==> src/rtl/vector_sum_reduce.sv <==
// vector_sum_reduce: serial reduction of a signed product vector to one
// saturated scalar sum. One element is added per clock into a widened
// accumulator; the clamped result is held on a valid/ready output until taken.
//
// Handshakes: a transfer happens on a rising clk edge where valid && ready are
// both high. in_valid is ignored while in_ready=0 (the producer keeps holding
// it). out_valid, out_sum and out_sat stay asserted and stable until the edge
// where out_ready is also high.
module vector_sum_reduce #(
   parameter int VEC_LEN = 5,
   parameter int DATA_W  = 32,
   parameter int ACC_W   = 40
) (
   input  logic                     clk,
   input  logic                     rst,
   input  logic                     in_valid,
   output logic                     in_ready,
   input  logic signed [DATA_W-1:0] in_vec [0:VEC_LEN-1],
   output logic                     out_valid,
   input  logic                     out_ready,
   output logic signed [DATA_W-1:0] out_sum,
   output logic                     out_sat
);

   // Index register is at least one bit wide so VEC_LEN=1 still elaborates.
   localparam int IDX_W = (VEC_LEN > 1) ? $clog2(VEC_LEN) : 1;
   localparam logic [IDX_W-1:0] LAST_IDX = IDX_W'(VEC_LEN - 1);

   // Output clamp bounds in DATA_W, sign-extended to ACC_W for comparison.
   localparam logic signed [DATA_W-1:0] OUT_MAX = {1'b0, {(DATA_W-1){1'b1}}};
   localparam logic signed [DATA_W-1:0] OUT_MIN = {1'b1, {(DATA_W-1){1'b0}}};
   localparam logic signed [ACC_W-1:0]  ACC_MAX = ACC_W'(OUT_MAX);
   localparam logic signed [ACC_W-1:0]  ACC_MIN = ACC_W'(OUT_MIN);

   // The accumulator must hold VEC_LEN full-scale elements without wrapping.
   generate
      if (VEC_LEN < 1) begin : g_len_check
         $error("vector_sum_reduce: VEC_LEN must be at least 1");
      end
      if (ACC_W < DATA_W + $clog2(VEC_LEN)) begin : g_acc_w_check
         $error("vector_sum_reduce: ACC_W must be >= DATA_W + clog2(VEC_LEN)");
      end
   endgenerate

   typedef enum logic [1:0] {
      IDLE  = 2'd0,
      ACCUM = 2'd1,
      DONE  = 2'd2
   } state_t;

   state_t                     state;
   logic signed [DATA_W-1:0]   vec [0:VEC_LEN-1];
   logic signed [ACC_W-1:0]    acc;
   logic [IDX_W-1:0]           idx;

   logic signed [ACC_W-1:0]    elem_ext;
   logic signed [ACC_W-1:0]    acc_next;
   logic signed [DATA_W-1:0]   sat_sum;
   logic                       sat_flag;

   // Next accumulator value and its clamped DATA_W form.
   always_comb begin
      elem_ext = ACC_W'(vec[idx]);
      acc_next = acc + elem_ext;
      sat_sum  = acc_next[DATA_W-1:0];
      sat_flag = 1'b0;
      if (acc_next > ACC_MAX) begin
         sat_sum  = OUT_MAX;
         sat_flag = 1'b1;
      end else if (acc_next < ACC_MIN) begin
         sat_sum  = OUT_MIN;
         sat_flag = 1'b1;
      end
   end

   // Control FSM with registered handshake outputs and result registers.
   always_ff @(posedge clk or posedge rst) begin
      if (rst) begin
         state     <= IDLE;
         in_ready  <= 1'b1;
         out_valid <= 1'b0;
         out_sum   <= '0;
         out_sat   <= 1'b0;
         acc       <= '0;
         idx       <= '0;
         for (int i = 0; i < VEC_LEN; i++) begin
            vec[i] <= '0;
         end
      end else begin
         case (state)
            IDLE: begin
               if (in_valid && in_ready) begin
                  for (int i = 0; i < VEC_LEN; i++) begin
                     vec[i] <= in_vec[i];
                  end
                  acc      <= '0;
                  idx      <= '0;
                  in_ready <= 1'b0;
                  state    <= ACCUM;
               end
            end
            ACCUM: begin
               acc <= acc_next;
               idx <= idx + 1'b1;
               if (idx == LAST_IDX) begin
                  out_sum   <= sat_sum;
                  out_sat   <= sat_flag;
                  out_valid <= 1'b1;
                  state     <= DONE;
               end
            end
            DONE: begin
               if (out_ready) begin
                  out_valid <= 1'b0;
                  in_ready  <= 1'b1;
                  state     <= IDLE;
               end
            end
            default: begin
               state     <= IDLE;
               in_ready  <= 1'b1;
               out_valid <= 1'b0;
            end
         endcase
      end
   end

endmodule
==> config.mk <==
export PLATFORM = sky130hd
export DESIGN_NAME = vector_sum_reduce
export DESIGN_NICKNAME = d
export VERILOG_FILES = /design/src/rtl/vector_sum_reduce.sv
export SDC_FILE = /design/constraint.sdc
export NUM_CORES = 1
export LEC_CHECK = 0
export ABC_AREA = 1
export BUFFER_PORTS_ARGS = -buffer_cell sky130_fd_sc_hd__buf_2
export CORE_UTILIZATION = 50
export CTS_CLUSTER_SIZE = 40
export DETAILED_ROUTE_END_ITERATION = 10
export PLACE_DENSITY = 0.7
export SLEW_MARGIN = 5
export SYNTH_ARGS = -nofsm -noshare
export SYNTH_HDL_FRONTEND = slang
export SYNTH_SLANG_ARGS = --single-unit
==> constraint.sdc <==
create_clock -name clk -period 9.6 [get_ports clk]
set_input_delay 0.96 -clock clk [delete_from_list [all_inputs] [get_ports clk]]
set_output_delay 0.96 -clock clk [all_outputs]
set_load 0.005 [all_outputs]
# After elaboration in Yosys (flattened, before gate mapping)
# Cells that the tools add are included.
# Widths: inputs -> output; s select.
dict set report op_classes {
  magnitude_cmp 3
  n_reduce_logical 9
  n_mux 21
  bitwise_logic 3
  eq_ne 6
  n_addsub 2
}
# operator n
set ops {}
lappend ops {{$mux 32} 4}
lappend ops {{$bmux 32 s3} 1}
lappend ops {{$pmux 40 s2} 1}
lappend ops {{$add 40x32->40} 1}
lappend ops {{$gt 40x32->1 const B} 1}
lappend ops {{$lt 40x32->1 const B} 1}
lappend ops {{$mux 40} 1}
lappend ops {{$reduce_and 3->1} 3}
lappend ops {{$mux 1} 6}
lappend ops {{$mux 2} 3}
lappend ops {{$ne 2x2->1 const B} 3}
lappend ops {{$pmux 1 s3} 2}
lappend ops {{$pmux 2 s3} 1}
lappend ops {{$pmux 3 s2} 1}
lappend ops {{$reduce_and 2->1} 3}
lappend ops {{$ge 4x4->1 const B} 1}
lappend ops {{$not 3->4} 1}
lappend ops {{$add 3x1->3 const B} 1}
lappend ops {{$eq 3x3->1 const B} 1}
lappend ops {{$mux 3} 1}
lappend ops {{$eq 2x1->1 const B} 1}
lappend ops {{$eq 2x2->1 const B} 1}
lappend ops {{$logic_not 2->1} 1}
lappend ops {{$not 1->1} 2}
lappend ops {{other kinds (2)} 2}
dict set report word_totals {
  word_cells 56
  regBits 240
  in_bits 164
  out_inout_bits 35
}

# Logic depth before layout (Yosys ltp)
dict set report logic_depth {
  depth_word 8
  ltp_mapped 28
  mapped_depth_nobuf 25
}

# Least setup slack after synthesis
# OpenSTA, ideal clock, no wires.
dict set report synth_path {
  path_kind {flip-flop to flip-flop}
  start {reg idx[0]}
  end {reg out_sat}
  setup_time_ns 0.121
  synth_period_minus_slack_ns 3.252
  required_time_ns 9.479
  path_buffers 3
  path_stages_with_launch 26
  arrival_ns 3.131
  path_slack_ns 6.348
  path_cell_list {dfrtp_1 clkbuf_1 clkbuf_1 o21ai_0 o22ai_1 nand2_1 o21ai_0 ha_1 fa_1 nand2_1 inv_1 nand2_1 nand2_2 nand2_1 nand2_1 nand2_1 nand3_2 nand2_1 nand3_1 nand2_1 nand2_1 nor2_1 nand2_1 a21oi_4 buf_6 a21oi_2}
}
dict set report synth_between {
  elab_chain_cells 8
  elab_cells_between_ends 11
  cone_classes {1 x add/sub; 2 x order compare; 1 x eq/ne; 5 x mux; 1 x bitwise; 1 x reduce/logical}
}
# element line_no
set synth_lines {}
lappend synth_lines {{from (decl)} 54} ;# logic [IDX_W-1:0] idx;
lappend synth_lines {{from (signal assigned)} 104} ;# idx <= idx + 1'b1;
lappend synth_lines {{$not 3->4 (implied by the code)} 63} ;# elem_ext = ACC_W'(vec[idx]);
lappend synth_lines {{$bmux 32 s3} 63}
lappend synth_lines {{$mux 32 (implied by the code) (2 in series)} 63}
lappend synth_lines {{$add 40x32->40} 64} ;# acc_next = acc + elem_ext;
lappend synth_lines {{$lt 40x32->1} 70} ;# end else if (acc_next < ACC_MIN) begin
lappend synth_lines {{$mux 1} 70}
lappend synth_lines {{$mux 1} 67} ;# if (acc_next > ACC_MAX) begin
lappend synth_lines {{to (signal assigned)} 107} ;# out_sat <= sat_flag;
lappend synth_lines {{to (decl)} 22} ;# output logic out_sat
# Parallel ways exist; a longest one is shown, timed or not. The select of a mux whose other input is x is not followed.
# A chain may end at the register's enable or synchronous reset.

# Final worst setup path
dict set report layout_path {
  start {reg idx[0]}
  end {reg out_sum[22]}
}
dict set report layout_between {
  elab_chain_cells 8
  elab_cells_between_ends 11
  cone_classes {1 x add/sub; 2 x order compare; 1 x eq/ne; 5 x mux; 1 x bitwise; 1 x reduce/logical}
}
# element line_no
set layout_lines {}
lappend layout_lines {{$not 3->4 (implied by the code)} 63}
lappend layout_lines {{$bmux 32 s3} 63}
lappend layout_lines {{$mux 32 (implied by the code) (2 in series)} 63}
lappend layout_lines {{$add 40x32->40} 64}
lappend layout_lines {{$lt 40x32->1} 70}
lappend layout_lines {{$mux 32} 70}
lappend layout_lines {{$mux 32} 67}
lappend layout_lines {{to (signal assigned)} 106} ;# out_sum <= sat_sum;
lappend layout_lines {{to (decl)} 21} ;# output logic signed [DATA_W-1:0] out_sum,
# Parallel ways exist; a longest one is shown, timed or not. The select of a mux whose other input is x is not followed.

==> flow_metrics.py <==
metrics = {
    "cts": {
        "clk_pin_slew_ns": 0.06,
        "cts-buffers-inserted": 26,
        "h-tree-depth": 1,
        "root_buffer": "clkbuf_16",
        "clk_latency_ns": 0.56,
        "cts_hold_buffers": 0,
        "cts_max_path_buffers": 3,
        "cts_tree": "done",
        "post_cts_resized": 0,
        "post_cts_buffers": 0,
        "cts_sinks": 240,
    },
    "critical_path": {
        "crit_type": "reg -> reg",
        "worst_path_max_delay_cell": "a21oi_4",
        "worstPathCellList": "buf_4 -> inv_2 -> o21ai_0 -> o22ai_1 -> nand2_1 -> o21ai_0 -> ha_1 -> fa_1 -> nand2_1 -> inv_1 -> nand2_1 -> nand2_2 -> nand2_1 -> nand2_1 -> nand2_1 -> nand3_2 -> nand2_1 -> nand3_1 -> nand2_1 -> nand2_1 -> nor2_1 -> nand2_1 -> a21oi_4 -> a21oi_1",
        "start_kind": "register",
        "crit_top_cell": "nand2_1",
        "cp_num_buf_inv": 3,
        "end_kind": "register",
        "crit_fanout": 69,
        "cp_slowest_stage_delay_ns": 0.94,
        "worstPathArrival_ns": 5.80,
        "rrSetupSlack_ns": 4.18,
        "crit_family": "compound AO/OA/AOI/OAI gates",
        "critical_path_required_ns": 9.98,
    },
    "placement": {
        "dp_worst_setup_slack_ns": 4.22,
        "io_buffers": 198,
        "dp_hpwl_um": 26400,
        "place_congestion": 0.964,
    },
    "synth": {
        "synthesis.nets": 2001,
        "synth_top_area_share_pct": 44.4,
        "ys_warn_count": 0,
        "syn_area_per_cell_sq_um": 7.50,
        "ys_top_cells_by_area": "dfrtp_1 (44%), nand2_1 (20%), o21ai_0 (5.5%)",
        "synthDistinctLibCells": 41,
        "syn_inst": 1795,
        "ys_seq_area_share_pct": 44.6,
        "ys_ff_latch": 240,
        "post-synth-top-area-cell": "dfrtp_1",
        "synth_area_sq_mm": 0.0135,
    },
    "routing": {
        "dr_total_vias": 12100,
        "ant_nets": 0,
        "route.detailed.drc": 9,
        "routed_wl_um": 36000,
        "wl_per_cell_um": 15.6,
        "drt_iter0_markers": 885,
        "firstDrtPassIters": 10,
        "viasPerCell": 5.24,
    },
    "global_route": {
        "grt_overflow_total": 0,
        "track_usage_pct": 26.3,
        "antenna_found_initial": 0,
        "grt_pass1_vias": 11400,
        "grt_pass1_wl_um": 58300,
        "grt_max_degree": 115,
    },
    "timing": {
        "fin_crit_ns": 5.42,
        "fin_ws_ns": 4.18,
        "clock_skew_ns": 0.0120,
        "setup_tns_ns": 0,
        "max_slew_margin_pct": 19.2,
        "hold_slack_ns": 0.463,
        "setup_viol": 0,
        "max_slew.worst_pin.slew_ns": 1.21,
        "rsz0062_at_grt": "no",
        "drv_slew": 0,
        "timing.final.crit_share_pct": 56.4,
        "finalHoldViolCount": 0,
        "fmax_mhz": 185,
    },
    "status": {
        "violations": "design-rule violations",
        "status": "finished with violations",
    },
    "die": {
        "die_y_um": 166,
        "die-area_sq_mm": 0.0276,
        "pin_count": 199,
        "fp.coreArea_sq_mm": 0.0262,
        "start_util_pct": 51.3,
        "rows": 59,
        "die_w_um": 166,
    },
    "layout": {
        "diodes": 0,
        "drive_above_1_share_pct": 18.5,
        "fin_util_pct": 58.8,
        "area_growth_pct": 14.6,
        "nNetsFinal": 2158,
        "num-fill-cells": 2460,
    },
    "min_path": {
        "hold_path.class": "reg -> reg",
    },
    "run": {
        "maxCapViolCount": 0,
    },
}
==> logic make-up after synthesis <==
family | share of synthesized area, %
fa+ha+maj | 3.96
flops | 44.6
buf+inv | 6.91
compound gates | 13.0
simple gates | 29.3
xor+xnor | 2.21
==> worst reg2reg max path, stage by stage, from the launching register on <==
cell and delay, ns:
dfrtp_2 0.34, buf_4 0.53, inv_2 0.58, o21ai_0 0.36, o22ai_1 0.09, nand2_1 0.08, o21ai_0 0.14, ha_1 0.30
fa_1 0.44, nand2_1 0.08, inv_1 0.05, nand2_1 0.07, nand2_2 0.10, nand2_1 0.07, nand2_1 0.11, nand2_1 0.10
nand3_2 0.12, nand2_1 0.12, nand3_1 0.09, nand2_1 0.12, nand2_1 0.06, nor2_1 0.08, nand2_1 0.09, a21oi_4 0.94
a21oi_1 0.17
==> routing by layer <==
layer	track usage, %	up-vias	wire (um)
li1	-	5991	-
met1	39.1	5625	17200
met2	40.7	398	16000
met3	3.27	49	2190
met4	6.22	0	724
met5	0	-	0
==> worst paths after layout <==
kind,start,endpoint,depth (start not counted)
setup / recovery,idx[0]$_DFFE_PP0P_,out_sum[22]$_DFFE_PP0P_,24
hold / removal,vec[80]$_DFFE_PP0P_,vec[80]$_DFFE_PP0P_,2
setup reg to reg,idx[0]$_DFFE_PP0P_,out_sum[22]$_DFFE_PP0P_,24
hold reg to reg,vec[80]$_DFFE_PP0P_,vec[80]$_DFFE_PP0P_,2
max in group asynchronous,rst,vec[142]$_DFFE_PP0P_,3
min in group asynchronous,rst,out_sum[3]$_DFFE_PP0P_,2
==> state kept, by name (all words and copies together), names as in the netlist <==
name	flops
idx	3
out_sum	32
vec	160
acc	40
in_ready	1
out_valid	1
out_sat	1
state	2
==> layout make-up <==
| class | count | area [sq um] | area share [%] |
|---|---|---|---|
| Clock buffer | 39 | 739 | 4.80 |
| Clock inverter | 5 | 100 | 0.649 |
| Inverter | 145 | 557 | 3.61 |
| Multi-Input combinational cell | 1332 | 6540 | 42.4 |
| Sequential cell | 240 | 6010 | 39.0 |
| Tap cell | 335 | 419 | 2.72 |
| Timing Repair Buffer | 207 | 1060 | 6.86 |
==> cell usage in the layout, fill, tap and decap left out, types with 14 or more instances in the layout <==
cell       synthesis  routed
nand2_1          701     701
dfrtp_1          239     238
buf_2              0     198
nor2_1           156     153
o21ai_0          149     149
inv_1            135     133
nand2_2           49      49
ha_1              41      41
o22ai_1           34      34
a21oi_1           33      33
nand3_1           32      32
a21oi_2           30      30
a22o_1            28      28
clkbuf_16          0      26
xnor2_1           15      15
xor2_1            14      14
==> cell usage after synthesis <==
cell,count
o22ai_1,34
nor2_4,3
o21bai_1,3
nor3_2,1
inv_4,1
nor2_1,156
xnor2_1,15
nand3_2,7
a21boi_0,1
buf_4,1
nand2_8,1
inv_1,135
a31oi_1,10
a211oi_1,1
o21ai_0,149
a21oi_1,33
dfstp_2,1
nand2_1,701
xor2_2,1
buf_1,3
nand2_2,49
and3_1,2
dfrtp_1,239
ha_1,41
a21oi_4,1
nand4_1,1
nor2_2,9
nand3_1,32
dlygate4sd1_1,3
clkbuf_1,65
fa_1,1
nor3_1,5
buf_6,3
inv_2,9
nand3_4,1
buf_12,3
a21oi_2,30
xor2_1,14
or2_2,1
a22o_1,28
xor2_4,1
==> metrics by stage <==
stage          instances  area (sq um)
2_1_floorplan       1795         13500
3_3_place_gp        2259         14600
3_5_place_dp        2259         14600
4_1_cts             2303         15400
5_1_grt             2303         15400
6_report            2303         15400
Power is left out: the tool's default activity adds up to more than one toggle a clock period on the data nets, which glitch-free logic cannot reach.
